File: src/rtl/nnrv_prefetch.sv
// Instruction prefetch queue: streams sequential words from RAM port 1 into a
// small FIFO ahead of fetch. A decode flush drops everything and restarts at the target.
module nnrv_prefetch #(
  parameter int INSTR_WIDTH = 32,
  parameter int ADDR_WIDTH  = 8,
  parameter int XLEN        = 32,
  parameter int DEPTH       = 4,
  parameter logic [XLEN-1:0] RESET_PC = '0
) (
  input  logic                   i_clk,
  input  logic                   i_rst,
  output logic [ADDR_WIDTH-1:0]  o_ram_rd_addr,
  output logic                   o_ram_rd_en,
  output logic [3:0]             o_ram_rd_mask,
  input  logic [INSTR_WIDTH-1:0] i_ram_rd_data,
  input  logic                   i_flush,
  input  logic [XLEN-1:0]        i_flush_pc,
  output logic [INSTR_WIDTH-1:0] o_instr,
  output logic [XLEN-1:0]        o_pc,
  output logic                   o_valid,
  input  logic                   i_ready
);

  localparam int PTR_W = (DEPTH > 1) ? $clog2(DEPTH) : 1;
  localparam int CNT_W = $clog2(DEPTH + 1);
  localparam logic [INSTR_WIDTH-1:0] NOP = INSTR_WIDTH'(32'h0000_0013);

  typedef struct packed {
    logic [XLEN-1:0]        pc;
    logic [INSTR_WIDTH-1:0] instr;
  } entry_t;

  logic [XLEN-1:0]  fetch_pc_q, fetch_pc_d;
  logic             inflight_q, inflight_d;
  logic [XLEN-1:0]  inflight_pc_q, inflight_pc_d;
  logic [PTR_W-1:0] wr_ptr_q, wr_ptr_d;
  logic [PTR_W-1:0] rd_ptr_q, rd_ptr_d;
  logic [CNT_W-1:0] cnt_q, cnt_d;
  entry_t           mem_q [DEPTH];

  logic             issue, push, pop, has_room;
  logic [CNT_W:0]   occ;
  entry_t           head;

  // The in-flight word already owns a slot, so it counts against capacity.
  assign occ      = (CNT_W+1)'(cnt_q) + (CNT_W+1)'(inflight_q);
  assign has_room = occ < (CNT_W+1)'(DEPTH);
  // Gating with reset keeps the strobe low the instant reset asserts.
  assign issue    = i_rst & ~i_flush & has_room;
  assign push     = inflight_q & ~i_flush;
  assign pop      = o_valid & i_ready & ~i_flush;

  assign o_ram_rd_en   = issue;
  assign o_ram_rd_addr = fetch_pc_q[ADDR_WIDTH+1:2];
  assign o_ram_rd_mask = issue ? 4'b1111 : 4'b0000;

  assign head    = mem_q[rd_ptr_q];
  assign o_valid = (cnt_q != '0);
  assign o_instr = o_valid ? head.instr : NOP;
  assign o_pc    = o_valid ? head.pc    : '0;

  always_comb begin
    fetch_pc_d    = fetch_pc_q;
    inflight_d    = issue;
    inflight_pc_d = inflight_pc_q;
    wr_ptr_d      = wr_ptr_q;
    rd_ptr_d      = rd_ptr_q;
    cnt_d         = cnt_q;
    if (i_flush) begin
      fetch_pc_d = i_flush_pc & ~XLEN'(3);
      wr_ptr_d   = '0;
      rd_ptr_d   = '0;
      cnt_d      = '0;
    end else begin
      if (issue) begin
        fetch_pc_d    = fetch_pc_q + XLEN'(4);
        inflight_pc_d = fetch_pc_q;
      end
      // Pointers wrap naturally because DEPTH is a power of two.
      wr_ptr_d = wr_ptr_q + PTR_W'(push);
      rd_ptr_d = rd_ptr_q + PTR_W'(pop);
      cnt_d    = cnt_q + CNT_W'(push) - CNT_W'(pop);
    end
  end

  always_ff @(posedge i_clk or negedge i_rst) begin
    if (!i_rst) begin
      fetch_pc_q    <= RESET_PC;
      inflight_q    <= 1'b0;
      inflight_pc_q <= '0;
      wr_ptr_q      <= '0;
      rd_ptr_q      <= '0;
      cnt_q         <= '0;
    end else begin
      fetch_pc_q    <= fetch_pc_d;
      inflight_q    <= inflight_d;
      inflight_pc_q <= inflight_pc_d;
      wr_ptr_q      <= wr_ptr_d;
      rd_ptr_q      <= rd_ptr_d;
      cnt_q         <= cnt_d;
    end
  end

  // Storage needs no reset: cnt_q gates every read.
  always_ff @(posedge i_clk) begin
    if (push) mem_q[wr_ptr_q] <= '{pc: inflight_pc_q, instr: i_ram_rd_data};
  end

endmodule
File: config.mk
export PLATFORM = sky130hd
export DESIGN_NAME = nnrv_prefetch
export DESIGN_NICKNAME = d
export VERILOG_FILES = /design/src/rtl/nnrv_prefetch.sv
export SDC_FILE = /design/constraint.sdc
export NUM_CORES = 1
export LEC_CHECK = 0
export BUFFER_PORTS_ARGS = -buffer_cell sky130_fd_sc_hd__buf_4
export CELL_PAD_IN_SITES_DETAIL_PLACEMENT = 0
export CELL_PAD_IN_SITES_GLOBAL_PLACEMENT = 2
export CORE_ASPECT_RATIO = 1.1
export CORE_MARGIN = 3
export CORE_UTILIZATION = 39
export CTS_CLUSTER_SIZE = 30
export DETAILED_ROUTE_END_ITERATION = 6
export PLACE_DENSITY = 0.75
export SYNTH_ARGS = -nofsm -noshare
export SYNTH_HDL_FRONTEND = slang
export SYNTH_SLANG_ARGS = --single-unit
File: constraint.sdc
create_clock -name i_clk -period 5.4 [get_ports i_clk]
set_input_delay 0 -clock i_clk [delete_from_list [all_inputs] [get_ports i_clk]]
set_output_delay 0 -clock i_clk [all_outputs]
set_load 0.005 [all_outputs]
==> Word-level counts from Yosys, hierarchy flattened <==
Memories as Yosys holds them, arrays and structs flattened.
Cells that the tools add are included.
{ "totals": {"mem_count": 1, "latch_bits": 0, "mem_bits_rw": 256, "elab_cells": 33, "reg_bits": 72, "mem_bits_ro": 0} }
{ "mem_list": {"columns": ["name", "words", "width", "rd", "rd_ports_with_merged_regs", "wr", "line_no", "rtl"], "rows": [
  ["mem_q", 4, 64, 1, 0, 1, "39", "entry_t mem_q [DEPTH];"]
]} }
{ "op_classes": {"n_bitwise": 6, "addsub": 6, "n_div": 0, "n_eq_ne": 0, "n_reduce_logical": 3, "n_shift": 0, "magnitude_cmp": 1, "mux": 10, "mul": 0} }
{ "op_table": {"columns": ["operator", "count"], "rows": [
  ["$mux W32", 4],
  ["$add A32 B3 Y32 const B", 1],
  ["$and A1 B1 Y1", 5],
  ["$add A2 B1 Y2", 2],
  ["$add A3 B1 Y4", 1],
  ["$lt A4 B3 Y1 const B", 1],
  ["$mux W2", 2],
  ["$mux W4", 1],
  ["$add A3 B1 Y3", 1],
  ["$mux W3", 1],
  ["$reduce_bool A3 Y1", 1],
  ["$sub A3 B1 Y3", 1],
  ["$mux W1", 2],
  ["$reduce_and A2 Y1", 1],
  ["$reduce_bool A2 Y1", 1],
  ["$not A1 Y1", 1]
]} }

==> Longest topological paths before layout <==
{ "depth": {"depth_word": 5, "mapped_depth": 10} }

==> Worst setup path before layout <==
No wires, ideal clock.
{ "synth_timing": {"path_type": "register -> register", "startpoint": "reg wr_ptr_q[0]", "endpoint": "mem mem_q[0][0] in the netlist's numbering, enable pin", "arrival_time_ps": 4674, "setup_slack_ps": 167, "setup_ps": 558, "n_path_buf": 0, "required_ps": 4842, "stages_incl_launch_ff": 2, "period_less_slack_ps": 5233, "path_cell_list": "dfrtp_1 nor3_1"} }
{ "synth_rtl": {"columns": ["element", "line_no", "rtl"], "rows": [
  ["start, declared", "36", "logic [PTR_W-1:0] wr_ptr_q, wr_ptr_d;"],
  ["start signal, assigned", "98", "wr_ptr_q <= wr_ptr_d;"],
  ["end, declared", "39", null]
]} }
Straight into the memory's write port.

==> Final worst setup path <==
{ "layout_timing": {"startpoint": "reg rd_ptr_q[0]", "endpoint": "out o_pc[14]"} }
{ "layout_between": {"elab_chain_len": 2} }
{ "layout_lines": {"columns": ["element", "line_no", "rtl"], "rows": [
  ["start, declared", "37", "logic [PTR_W-1:0] rd_ptr_q, rd_ptr_d;"],
  ["start signal, assigned", "99", "rd_ptr_q <= rd_ptr_d;"],
  ["$mem_v2 Z4 W64", null, null],
  ["$mux W32", "60", "assign o_pc = o_valid ? head.pc : '0;"],
  ["end, declared", "19", "output logic [XLEN-1:0] o_pc,"]
]} }
No other way between the ends.

==> metrics.md <==
| Metric | Value |
|---|---|
| Outcome | `finished clean` |
| Setup violators final | `0` |
| R2R Path Start | `cnt_q[1]$_DFF_PN0_` |
| Die W | `178.5 µm` |
| Setup repair bufs after CTS | `0` |
| IR Drop Worst-Case VDD | `181.7 µV` |
| Crit path kind | `register to output port` |
| TritonRoute pass-1 iters | `4` |
| Max Cap Viol | `0` |
| Initial Utilization | `40.12%` |
| Switching power total | `1.613 mW` |
| IO Port Bufs | `141` |
| Ratio of final minimum period to clock period | `55.82%` |
| Iter 0 DRT Violations | `404` |
| Worst endpoint required time | `5.40 ns` |
| Gr ovfl total | `0` |
| WHS | `0.006778 ns` |
| CTS root buf | `clkbuf_16` |
| Core footprint | `31820 µm²` |
| R2R depth | `7` |
| Post-route DRC | `0` |
| Slew @ Worst Pin | `1.066 ns` |
| Final #Nets | `1012` |
| Synthesized flop and latch total | `316` |
| Comb pwr share | `17.3%` |
| Final Hold Viols | `0` |
| P_leak | `5.742 nW` |
| Area added between synthesis and finish | `26.40%` |
| Post-DP HPWL | `15670 µm` |
| Post-Syn Instances | `713` |
| Power Density | `410.0 nW/µm²` |
| CTS buffer count | `34` |
| Flop2flop setup slack | `2.44 ns` |
| Met1 GRT Util | `20.75%` |
| Cell area after technology mapping | `12770 µm²` |
| Post-route ant nets | `0` |
| DP Worst Slack | `2.468 ns` |
| Final Util | `50.72%` |
| Setup TNS Final | `0 ns` |
| Antenna Diode Count | `0` |
| CTS tree | `built` |
| RSZ-0062 raised after global routing | `false` |
| WL/cell | `18.86 µm` |
| Final wirelength | `25990 µm` |
| Tot Pwr | `6.617 mW` |
| First-pass GRT wire length | `41080 µm` |
| Syn. warnings | `0` |
| Met3 usage | `2.884%` |
| Site Rows | `68` |
| Final Wtd Congestion | `0.7452` |
| Via count | `6932` |
| Vias in the first global route | `7221` |
| Final setup margin | `2.386 ns` |
| Clk pwr share | `34.8%` |
| # clock sinks | `316` |
| Max clock buf depth | `3` |
| Sequential share of power | `47.8%` |
| Fmax | `0.3317 GHz` |
| Avg Inst Size Synth | `17.91 µm²` |
| Vias per cell | `5.030` |
| Setup Skew | `0.01588 ns` |
| Worst Setup End Kind | `output port` |
| CP arrival | `3.01 ns` |
| Skew-Pair Late Insertion Delay | `0.50 ns` |
| Crit-path max FO | `45` |
| Most common cell after layout, fill and taps aside | `edfxtp_1` |
| Die Y | `195.8 µm` |
| Post-cts sizing count | `0` |
| I/O pins | `146` |
| Most used DFF post-synth | `edfxtp_1` |
| Worst min path class | `input port to asynchronous set/reset pin` |
| Synth cell types | `49` |
| Switching Fraction | `24.38%` |
| Fraction of registers with async set or reset after synthesis | `21.52%` |
| Grt met2 use | `24.66%` |
| Initial antenna violation count | `0` |
| Rel. slew slack | `28.95%` |
| Largest net degree at the start of global routing | `64` |
| Htree depth | `2` |
| Die Area | `34950 µm²` |
| Sequential share of the synthesized area | `71.66%` |
| Commonest cells after routing, fill and taps aside | `edfxtp_1, buf_4, dlygate4sd3_1` |
| Reg clk slew, reported paths | `0.06 ns` |
| Slew Limit Fails | `0` |
| Internal power | `5.004 mW` |
| RR Endpoint | `fetch_pc_q[17]$_DFFE_PN0P_` |
| Layout cells sized above 1 | `32.88%` |
| Gr usage total | `15.01%` |
| Post-route minimum period | `3.014 ns` |
| Startpoint types | `register` |
| Number of synthesized flops with an enable pin | `248` |
| Worst Setup SP | `rd_ptr_q[0]$_DFF_PN0_` |
| Gr busiest metal | `met2` |
==> cell type report <==
cell class | instances | area [µm²]
Sequential cell | 316 | 9154
Multi-Input combinational cell | 347 | 3379
Fill cell | 2701 | 15680
Timing Repair Buffer | 233 | 1952
Inverter | 5 | 18.77
Tap cell | 420 | 525.5
Clock inverter | 10 | 145.1
Clock buffer | 47 | 963.4
==> critical path, stage by stage (launching register included) <==
cell and delay (ns):
dfrtp_4 1.07, buf_4 0.51, mux4_2 0.56, nor2b_1 0.18
buf_4 0.19
==> power by group through the flow <==
stage	Clock (mW)	Combinational, mW	Sequential [mW]
after floorplan	0	0.667	3.09
after global placement	0	1.13	3.20
after detailed placement	0	1.14	3.22
after CTS	2.38	1.19	3.17
after global routing	2.48	1.27	3.21
final	2.31	1.15	3.16
==> registers in the layout, indices dropped and copies added, names as in the netlist <==
register,flops
mem_q,248
fetch_pc_q,30
inflight_pc_q,30
cnt_q,3
rd_ptr_q,2
wr_ptr_q,2
inflight_q,1
==> stage by stage <==
step	cell area, µm²	instances
3_5_place_dp	14220	1240
4_1_cts	16140	1378
6_report	16140	1378
2_1_floorplan	12770	714
3_3_place_gp	14220	1240
5_1_grt	16140	1378
==> timing repair <==
action                                  CTS  global route
hold buffers                             81             0
endpoints found under the setup margin    0             0
hold endpoints to repair                199             0
==> kinds of logic after synthesis <==
group / count (synthesis) / share of synthesized area (%)
compound gates: 36 / 1.803
xor+xnor: 19 / 1.303
fa+ha+maj: 7 / 0.7448
buf+inv: 51 / 2.107
flops: 316 / 71.66
mux: 96 / 13.93
other cells: 1 / 0.02937
simple gates: 187 / 8.428
==> synthesized netlist by cell type, types with 4 or more instances <==
cell type / instances / area, µm²
xnor2_1: 8 / 70.07
dfrtp_1: 68 / 1702
buf_2: 8 / 40.04
nand4_1: 15 / 93.84
and3_1: 9 / 56.30
nor2b_1: 63 / 394.1
or3_1: 4 / 25.02
o21ai_0: 19 / 95.09
xor2_1: 11 / 96.34
mux4_2: 62 / 1396
inv_1: 4 / 15.01
nor2_1: 14 / 52.55
ha_1: 6 / 75.07
buf_4: 14 / 105.1
edfxtp_1: 248 / 7447
clkbuf_1: 22 / 82.58
nand3_1: 20 / 100.1
nand2_1: 37 / 138.9
o211ai_1: 7 / 52.55
mux2_2: 33 / 371.6
==> worst max-delay path by stage <==
stage,end,slack [ns],cells past startpoint
6_report,o_pc[14],2.39,4
5_1_grt,o_pc[14],2.12,4
4_1_cts,o_pc[13],2.25,4
3_5_place_dp,mem_q[1][6]$_DFFE_PP_,2.47,7
3_3_place_gp,mem_q[1][6]$_DFFE_PP_,2.49,7
2_1_floorplan,mem_q[0][0]$_DFFE_PP_,0.17,1
==> routing by layer <==
layer | wire length, µm | vias up
met5 | 0 | -
met4 | 485 | 0
met3 | 1215 | 39
met2 | 12630 | 162
met1 | 11660 | 3520
li1 | - | 3211
Power figures use the tool's default switching activity.
